## src/rtl/tdm_demux_pkg.sv

```systemverilog
// Shared constants for the TDM demultiplexer: default geometry and FSM encodings.
package tdm_demux_pkg;

   localparam int DEF_CH = 4;
   localparam int DEF_W  = 8;

   localparam logic [0:0] ST_IDLE = 1'b0;
   localparam logic [0:0] ST_RUN  = 1'b1;

endpackage

```

## src/rtl/tdm_demux_if.sv

```systemverilog
// Time-multiplexed input bus plus the rebuilt per-channel frame outputs.
interface tdm_demux_if
   import tdm_demux_pkg::*;
#(
   parameter int CH = DEF_CH,
   parameter int W  = DEF_W
);
   localparam int CW = $clog2(CH);

   logic            i_valid;
   logic            i_sync;
   logic [W-1:0]    i_data;
   logic [CH*W-1:0] o_ch;
   logic            o_frame_valid;
   logic [CW-1:0]   o_sel;
   logic            o_busy;
   logic            o_err;

   modport master (
      output i_valid, i_sync, i_data,
      input  o_ch, o_frame_valid, o_sel, o_busy, o_err
   );

   modport slave (
      input  i_valid, i_sync, i_data,
      output o_ch, o_frame_valid, o_sel, o_busy, o_err
   );

endinterface

```

## src/rtl/tdm_demux_ctrl.sv

```systemverilog
// Frame-tracking FSM: owns the channel counter, directs shadow writes and
// frame publication, and flags protocol violations.
module tdm_demux_ctrl
   import tdm_demux_pkg::*;
#(
   parameter int CH = DEF_CH,
   localparam int CW = $clog2(CH)
) (
   input  logic          i_clk,
   input  logic          i_rst,
   input  logic          valid_i,
   input  logic          sync_i,
   output logic          wr_en_o,
   output logic [CW-1:0] wr_idx_o,
   output logic          publish_o,
   output logic [CW-1:0] sel_o,
   output logic          busy_o,
   output logic          err_o
);

   logic [0:0]    state_q, state_d;
   logic [CW-1:0] cnt_q,   cnt_d;
   logic          err_q,   err_d;

   always_comb begin
      state_d   = state_q;
      cnt_d     = cnt_q;
      err_d     = 1'b0;
      wr_en_o   = 1'b0;
      wr_idx_o  = cnt_q;
      publish_o = 1'b0;
      if (valid_i) begin
         if (sync_i) begin
            // A sync always restarts the frame; in RUN it also discards the partial one.
            err_d    = (state_q == ST_RUN);
            wr_en_o  = 1'b1;
            wr_idx_o = '0;
            cnt_d    = CW'(1);
            state_d  = ST_RUN;
         end else if (state_q == ST_IDLE) begin
            err_d = 1'b1;
         end else begin
            wr_en_o = 1'b1;
            if (cnt_q == CW'(CH - 1)) begin
               publish_o = 1'b1;
               cnt_d     = '0;
               state_d   = ST_IDLE;
            end else begin
               cnt_d = cnt_q + CW'(1);
            end
         end
      end
   end

   always_ff @(posedge i_clk or posedge i_rst) begin
      if (i_rst) begin
         state_q <= ST_IDLE;
         cnt_q   <= '0;
         err_q   <= 1'b0;
      end else begin
         state_q <= state_d;
         cnt_q   <= cnt_d;
         err_q   <= err_d;
      end
   end

   assign sel_o  = cnt_q;
   assign busy_o = (state_q == ST_RUN);
   assign err_o  = err_q;

endmodule

```

## src/rtl/tdm_demux.sv

```systemverilog
// TDM demultiplexer top: shadows incoming channel words and publishes each
// complete frame to the parallel outputs with a one-cycle strobe.
module tdm_demux
   import tdm_demux_pkg::*;
#(
   parameter int CH = DEF_CH,
   parameter int W  = DEF_W,
   localparam int CW = $clog2(CH)
) (
   input  logic       i_clk,
   input  logic       i_rst,
   tdm_demux_if.slave bus
);

   logic          wr_en;
   logic [CW-1:0] wr_idx;
   logic          publish;

   logic [W-1:0]    shadow_q [CH];
   logic [CH*W-1:0] ch_q, ch_d;
   logic            fv_q;

   tdm_demux_ctrl #(.CH(CH)) u_ctrl (
      .i_clk     (i_clk),
      .i_rst     (i_rst),
      .valid_i   (bus.i_valid),
      .sync_i    (bus.i_sync),
      .wr_en_o   (wr_en),
      .wr_idx_o  (wr_idx),
      .publish_o (publish),
      .sel_o     (bus.o_sel),
      .busy_o    (bus.o_busy),
      .err_o     (bus.o_err)
   );

   // The last channel is taken straight from the bus so the frame publishes on its accepting edge.
   always_comb begin
      ch_d = '0;
      for (int unsigned k = 0; k < CH; k++) begin
         ch_d[k*W +: W] = (k == CH - 1) ? bus.i_data : shadow_q[k];
      end
   end

   always_ff @(posedge i_clk or posedge i_rst) begin
      if (i_rst) begin
         for (int unsigned k = 0; k < CH; k++) begin
            shadow_q[k] <= '0;
         end
         ch_q <= '0;
         fv_q <= 1'b0;
      end else begin
         if (wr_en) begin
            shadow_q[wr_idx] <= bus.i_data;
         end
         if (publish) begin
            ch_q <= ch_d;
         end
         fv_q <= publish;
      end
   end

   assign bus.o_ch          = ch_q;
   assign bus.o_frame_valid = fv_q;

endmodule

```

## src/flat_wrapper.sv

```systemverilog
// flat-port wrapper written by rule: the top's interface ports become plain ports
module tdm_demux_flat import tdm_demux_pkg::*;
#(
   parameter int CH = DEF_CH,
   parameter int W  = DEF_W,
   localparam int CW = $clog2(CH)
)
  (i_clk, i_rst, bus_i_valid, bus_i_sync, bus_i_data, bus_o_ch, bus_o_frame_valid, bus_o_sel, bus_o_busy, bus_o_err);
  tdm_demux_if #(.CH(CH), .W(W)) bus_i ();
  input  logic i_clk;
  input  logic i_rst;
  input wire logic [$bits(bus_i.i_valid)-1:0] bus_i_valid;
  input wire logic [$bits(bus_i.i_sync)-1:0] bus_i_sync;
  input wire logic [$bits(bus_i.i_data)-1:0] bus_i_data;
  output wire logic [$bits(bus_i.o_ch)-1:0] bus_o_ch;
  output wire logic [$bits(bus_i.o_frame_valid)-1:0] bus_o_frame_valid;
  output wire logic [$bits(bus_i.o_sel)-1:0] bus_o_sel;
  output wire logic [$bits(bus_i.o_busy)-1:0] bus_o_busy;
  output wire logic [$bits(bus_i.o_err)-1:0] bus_o_err;
  assign bus_i.i_valid = bus_i_valid;
  assign bus_i.i_sync = bus_i_sync;
  assign bus_i.i_data = bus_i_data;
  assign bus_o_ch = bus_i.o_ch;
  assign bus_o_frame_valid = bus_i.o_frame_valid;
  assign bus_o_sel = bus_i.o_sel;
  assign bus_o_busy = bus_i.o_busy;
  assign bus_o_err = bus_i.o_err;
  tdm_demux #(.CH(CH), .W(W)) u_core (.i_clk(i_clk), .i_rst(i_rst), .bus(bus_i));
endmodule
```

## config.mk

```make
export PLATFORM = sky130hd
export DESIGN_NAME = tdm_demux_flat
export DESIGN_NICKNAME = d
export VERILOG_FILES = /design/src/rtl/tdm_demux_pkg.sv /design/src/rtl/tdm_demux_if.sv /design/src/rtl/tdm_demux_ctrl.sv /design/src/rtl/tdm_demux.sv /design/src/flat_wrapper.sv
export SDC_FILE = /design/constraint.sdc
export NUM_CORES = 1
export LEC_CHECK = 0
export ABC_CLOCK_PERIOD_IN_PS = 1650
export BUFFER_PORTS_ARGS = -buffer_cell sky130_fd_sc_hd__buf_2
export CAP_MARGIN = 20
export CORE_ASPECT_RATIO = 1.5
export CORE_UTILIZATION = 40
export DETAILED_ROUTE_END_ITERATION = 10
export PLACE_DENSITY = 0.69
export SYNTH_ARGS = -nofsm -noshare
export SYNTH_HDL_FRONTEND = slang
export SYNTH_SLANG_ARGS = --single-unit
export TNS_END_PERCENT = 1
```

## constraint.sdc

```tcl
create_clock -name i_clk -period 1.65 [get_ports i_clk]
set_input_delay 0.2475 -clock i_clk [delete_from_list [all_inputs] [get_ports i_clk]]
set_output_delay 0.2475 -clock i_clk [all_outputs]
set_load 0.01 [all_outputs]
```

==> results of run 1 <==
area by class of cell:
type	instances	area share
Tap cell	70	0.0298
Clock inverter	1	0.00170
Inverter	4	0.00639
Clock buffer	13	0.0609
Sequential cell	61	0.520
Timing Repair Buffer	56	0.116
Multi-Input combinational cell	73	0.265
registers in the layout, summed over array words and instances (netlist names):
signal                    cells
u_core.u_ctrl.busy_o          1
u_core.ch_d                  24
u_core.u_ctrl.err_o           1
u_core.bus.o_frame_valid      1
u_core.u_ctrl.sel_o           2
u_core.bus.o_ch              32
repair_timing:
| action | 4_1_cts | 5_1_grt |
|---|---|---|
| resized for setup | 0 | 1 |
| buffers inserted | 0 | 0 |
| hold buffers | 1 | 0 |
| endpoints found under the hold margin | 17 | 0 |
| endpoints found under the setup margin | 0 | 16 |
through the flow:
step	util	TNS, ns	hold slack [ns]	std cells	cell area [µm²]
after floorplan	-	0	0.360	141	2340
after CTS	0.529	0	0.186	278	2930
after global routing	0.531	-0.238	0.193	278	2940
after detailed placement	0.494	0	0.298	263	2740
final	0.531	0	0.199	278	2940
after global placement	0.494	0	0.285	263	2740
report_power, final:
group / total, µW / internal (µW) / switching (µW)
sequential: 2420 / 2120 / 302
clock: 1200 / 690 / 510
combinational: 1470 / 840 / 626
total: 5090 / 3650 / 1440
logic make-up after synthesis:
logic type               Yosys count  synth area share
AND/OR/NAND/NOR                   11            0.0364
buffers and inverters              7            0.0161
AO/OA/AOI/OAI                      4            0.0134
multiplexers                      56             0.270
flip-flops                        61             0.653
adder cells (fa/ha/maj)            2            0.0107
critical path: cells and delay by family (launching register included):
kind | cells | cell delay, ns
buffers and inverters | 1 | 0.05
muxes | 1 | 0.35
DFF | 1 | 0.34
adders and majority gates | 1 | 0.22
and+or+nand+nor | 2 | 0.51
cell usage in the layout, fill, tap and decap left out:
cell | synthesis | final
clkinv_2 | 0 | 1
a21oi_1 | 1 | 1
nand2_1 | 1 | 1
inv_1 | 4 | 3
mux2_2 | 56 | 56
clkbuf_8 | 0 | 13
o21ai_4 | 0 | 1
a31o_2 | 1 | 1
ha_1 | 2 | 2
and2b_1 | 1 | 1
nand3b_2 | 2 | 2
buf_2 | 0 | 48
a22o_1 | 1 | 1
dfrtp_1 | 61 | 61
clkinvlp_4 | 0 | 1
nor3b_2 | 1 | 1
dlygate4sd3_1 | 0 | 1
nand4_2 | 1 | 1
nor2_1 | 2 | 2
nor2b_1 | 3 | 3
buf_4 | 3 | 4
buf_12 | 0 | 3
final timing paths:
check | depth (start not counted) | from | slack (ns) | to
setup / recovery | 5 | u_core.u_ctrl.busy_o | 0.07 | u_core.ch_d[13]
max in group asynchronous | 4 | i_rst | 0.71 | u_core.u_ctrl.busy_o
min in group asynchronous | 3 | i_rst | 0.48 | u_core.ch_d[1]
setup reg to reg | 5 | u_core.u_ctrl.busy_o | 0.07 | u_core.ch_d[13]
hold / removal | 2 | bus_i_data[7] | 0.20 | u_core.ch_d[15]
hold reg to reg | 1 | u_core.bus.o_ch[9] | 0.50 | u_core.bus.o_ch[9]
per-layer routing:
metal / up-vias / global-route usage / wire, µm / part of all wire
met5: - / 0 / 0 / 0
met4: 0 / 0.106 / 114 / 0.028
met3: 10 / 0.0419 / 167 / 0.040
met2: 31 / 0.251 / 2200 / 0.53
met1: 703 / 0.176 / 1650 / 0.40
li1: 620 / - / - / -
==> flow_summary.json, run 1 <==
{
  "tightestPinTransition_ns": 0.472,
  "cts_sinks": 61,
  "cap_violations": 0,
  "cpPeakStageDelay_ns": 0.35,
  "nNetsFinal": 219,
  "row_count": 33,
  "core_mm2": 0.00553,
  "viasPerCell": 4.91,
  "powerDensity_mw_per_mm2": 1730,
  "dpl_worst_slack_ns": 0.0298,
  "ys_warn_count": 0,
  "synth_edf_count": 0,
  "synth-seq-cells": 61,
  "wirelength_um": 4120,
  "hpwl_um": 2830,
  "hold_violations": 0,
  "syn_to_final_growth_pct": 25.7,
  "vias": 1364,
  "multi_input_area_um2": 779,
  "insertion_delay_ns": 0.33,
  "avgSynthCellArea_um2": 16.6,
  "io_buffers": 48,
  "crit_path_end_kind": "flop",
  "drc": 0,
  "clkSlewWorstSetupHoldPaths_ns": 0.06,
  "drt-pass1-iter-count": 4,
  "drtAntennaViolNets": 0,
  "async_flop_share": 1.00,
  "start_kind": "flop",
  "relSlewSlack": 0.685,
  "postSynthNetCount": 155,
  "numCtsBuffers": 9,
  "layout-drive-gt1-share": 0.635,
  "ys.flop_type": "dfrtp_1",
  "wl_per_cell_um": 14.8,
  "status": "finished, final reports clean",
  "ys_seq_area_frac": 0.653,
  "p_total_uw": 5090,
  "worst_path_max_delay_cell": "mux2_2",
  "die_w_um": 64.4,
  "grt_pass1_wl_um": 6780,
  "antenna_found_initial": 0,
  "fin_ws_ns": 0.0714,
  "start_util": 0.422,
  "min_period_ns": 1.58,
  "synth.area.top_cells": "dfrtp_1 (65%), mux2_2 (27%), ha_1 (1.1%), buf_4 (0.96%), nand3b_2 (0.96%)",
  "yosys.area.top_type_share": 0.653,
  "gp_congestion": 0.698,
  "period_share": 0.957,
  "hp-class": "input pin to flop",
  "synth_area_mm2": 0.00234,
  "cp.arrival_ns": 1.79,
  "synthMostInstantiatedCell": "dfrtp_1",
  "grt_pass1_vias": 1410,
  "required_ns": 1.86,
  "clock_skew_ns": 0.00459,
  "htreeDepth": 3,
  "vdd_drop_max_uv": 899,
  "clock_path_buffers": 2,
  "ios": 49,
  "nFillCells": 490,
  "rsz0062_at_grt": "true",
  "grt_overflow": 0,
  "n_antenna_cell": 0,
  "crit_chain": "inv_1 > ha_1 > nor3b_2 > nand3b_2 > mux2_2",
  "p_leak_uw": 0.00146,
  "fmax_ghz": 0.633,
  "yosys.area.top_type": "dfrtp_1",
  "synth.distinct_cells": 16,
  "dieArea_mm2": 0.00616,
  "die-height_um": 95.6,
  "cts_tree": "built",
  "track_usage": 0.154,
  "slew_viol_final": 0,
  "drt_iter0_drc": 34,
  "setup_viol": 0,
  "ff_latch_area_mm2": 0.00153,
  "path_class": "flop to flop",
  "grt_max_degree": 34,
  "synthCells": 141,
  "path_max_fanout": 8,
  "cts_root_buffer": "clkbuf_8",
  "synth.top_cells.by_count": "dfrtp_1 (61), mux2_2 (56), inv_1 (4)"
}
No activity file was read; power rests on OpenSTA's default activity.
==> run 2, diff against run 1 <==
--- a/config.mk
+++ b/config.mk
@@ -12,3 +12,5 @@
 export CORE_UTILIZATION = 40
+export CTS_CLUSTER_DIAMETER = 150
 export DETAILED_ROUTE_END_ITERATION = 10
+export GPL_ROUTABILITY_DRIVEN = 0
 export PLACE_DENSITY = 0.69
--- a/constraint.sdc
+++ b/constraint.sdc
@@ -3,2 +3,2 @@
 set_output_delay 0.2475 -clock i_clk [all_outputs]
-set_load 0.01 [all_outputs]
+set_load 0.1 [all_outputs]
==> run 2 against run 1 <==
Largest cell class unchanged. Critical path type unchanged. Via count shrank 1.8%. The flow now finishes with violations (negative hold slack). Core utilization shrank 0.43 points. Cell area shrank 0.81%. Clock skew grew 0.0015 ns. Highest routed layer unchanged. Global-route usage shrank 0.077 points. Worst setup slack gained 0.0076 ns. First-iteration DRC count grew 97%. Flip-flop and latch count is the same. Critical endpoint is now u_core.ch_d[14].
==> flow_summary.json, run 2 (synthesized netlist as in run 1, its figures left out) <==
{
  "status": "finished, violations left",
  "violations": "negative hold slack",
  "nFillCells": 492,
  "ios": 49,
  "io_buffers": 48,
  "drc": 0,
  "crit_path_end_kind": "flop",
  "required_ns": 1.87,
  "numCtsBuffers": 9,
  "cts_tree": "built",
  "hold_violations": 11,
  "fin_hold_ws_ns": -0.0132,
  "row_count": 33,
  "n_antenna_cell": 0,
  "layout_commonest_cell": "dfrtp_1",
  "hp-class": "input pin to asynchronous set/reset pin",
  "reg2reg_to": "u_core.ch_d[14]",
  "drt-pass1-iter-count": 4,
  "setup_viol": 0,
  "die-height_um": 95.6,
  "tightestPinTransition_ns": 0.501,
  "start_util": 0.422,
  "core_mm2": 0.00553,
  "worstRegToRegCells": 5,
  "min_period_ns": 1.57,
  "period_share": 0.952,
  "drt_iter0_drc": 67,
  "path_class": "flop to flop",
  "layout-drive-gt1-share": 0.652,
  "wirelength_um": 4090,
  "crit_chain": "inv_1 > ha_1 > nor3b_2 > nand3b_2 > mux2_2",
  "antenna_found_initial": 0,
  "clock_path_buffers": 2,
  "worst_path_max_delay_cell": "dfrtp_2",
  "cpPeakStageDelay_ns": 0.35,
  "clock_skew_ns": 0.00607,
  "largest_reg_flops": 32,
  "grt_overflow": 0,
  "dieArea_mm2": 0.00616,
  "r2r_slack_ns": 0.08,
  "fmax_ghz": 0.637,
  "path_max_fanout": 8,
  "htreeDepth": 3,
  "wl_per_cell_um": 14.8,
  "syn_to_final_growth_pct": 24.7,
  "cap_violations": 0,
  "start_kind": "flop",
  "grt_pass1_wl_um": 6760,
  "dp.cells": 262,
  "slew_viol_final": 0,
  "finalNonFillerCells": 277,
  "reg2reg_from": "u_core.u_ctrl.busy_o",
  "viasPerCell": 4.84,
  "hpwl_um": 2730,
  "vias": 1340,
  "grt_pass1_vias": 1366,
  "clkSlewWorstSetupHoldPaths_ns": 0.06,
  "insertion_delay_ns": 0.33,
  "final_cell_mix": "dfrtp_1 (58), mux2_2 (56), buf_2 (48), clkbuf_8 (11), buf_4 (4)",
  "die_w_um": 64.4,
  "nNetsFinal": 218,
  "cp.arrival_ns": 1.79,
  "relSlewSlack": 0.668,
  "cts_root_buffer": "clkbuf_8",
  "cp-startpoint": "u_core.u_ctrl.busy_o",
  "drtAntennaViolNets": 0,
  "cts_sinks": 61,
  "grt_max_degree": 62,
  "track_usage": 0.153,
  "critPathCapture": "u_core.ch_d[14]"
}
==> run 2: cell count changes in the layout (fill, tap and decap cells not counted), sizes merged <==
cell,delta
clkbuf,-1
clkinv,+1
dlygate4sd3,-1
==> run 2: worst min path at each step <==
| stage | start | endpoint | slack, ns | cells after the start |
|---|---|---|---|---|
| after floorplan | i_rst | u_core.bus.o_ch[0] | 0.36 | 1 |
| after global placement | i_rst | u_core.bus.o_ch[10] | 0.36 | 3 |
| after detailed placement | i_rst | u_core.bus.o_ch[10] | 0.36 | 3 |
| after CTS | i_rst | u_core.u_ctrl.busy_o | 0.0003 | 3 |
| after global routing | i_rst | u_core.ch_d[2] | 0.01 | 3 |
| final | i_rst | u_core.bus.o_ch[9] | -0.01 | 3 |
==> run 2: layout make-up <==
type                    count  area, µm²  share of cell area
clock buffers              12        155              0.0533
clock inverters             2       10.0             0.00344
inverters                   4       18.8             0.00644
multi-input cells          73        781               0.268
flip-flops and latches     61       1530               0.525
well taps                  70       87.6              0.0301
repair buffers             55        330               0.113
==> run 2: worst max-delay path: cells and delay by family (launching register included) <==
kind | cells | cell delay (ns)
flip-flops | 1 | 0.35
buffers and inverters | 1 | 0.04
adder cells (fa/ha/maj) | 1 | 0.21
multiplexers | 1 | 0.35
AND/OR/NAND/NOR | 2 | 0.51
==> run 2: metal layers <==
layer | part of all wire | track usage | vias up
met5 | 0 | 0 | -
met4 | 0.017 | 0.0833 | 0
met3 | 0.055 | 0.0610 | 6
met2 | 0.51 | 0.239 | 35
met1 | 0.42 | 0.180 | 683
li1 | - | - | 616
==> run 2: timing repair <==
action	CTS	global route
setup endpoints to repair	0	8
hold endpoints to repair	0	0
hold buffers	0	0
setup buffers	0	1
gates resized for setup	0	2
==> run 2: stage by stage <==
stage	setup TNS (ns)	worst slack [ns]	hold WS, ns	utilization	area (µm²)
final	0	0.0790	-0.0132	0.526	2910
after global routing	-0.0166	-0.00714	0.0110	0.526	2910
after CTS	0	0.0178	0.000311	0.524	2900
after detailed placement	0	0.00903	0.359	0.494	2730
after global placement	0	0.0286	0.358	0.494	2730
after floorplan	-6.95	-0.198	0.360	-	2340
Power of run 2 is not shown: default switching activity piles up to over one toggle a cycle in this logic, so the estimate is an artifact.
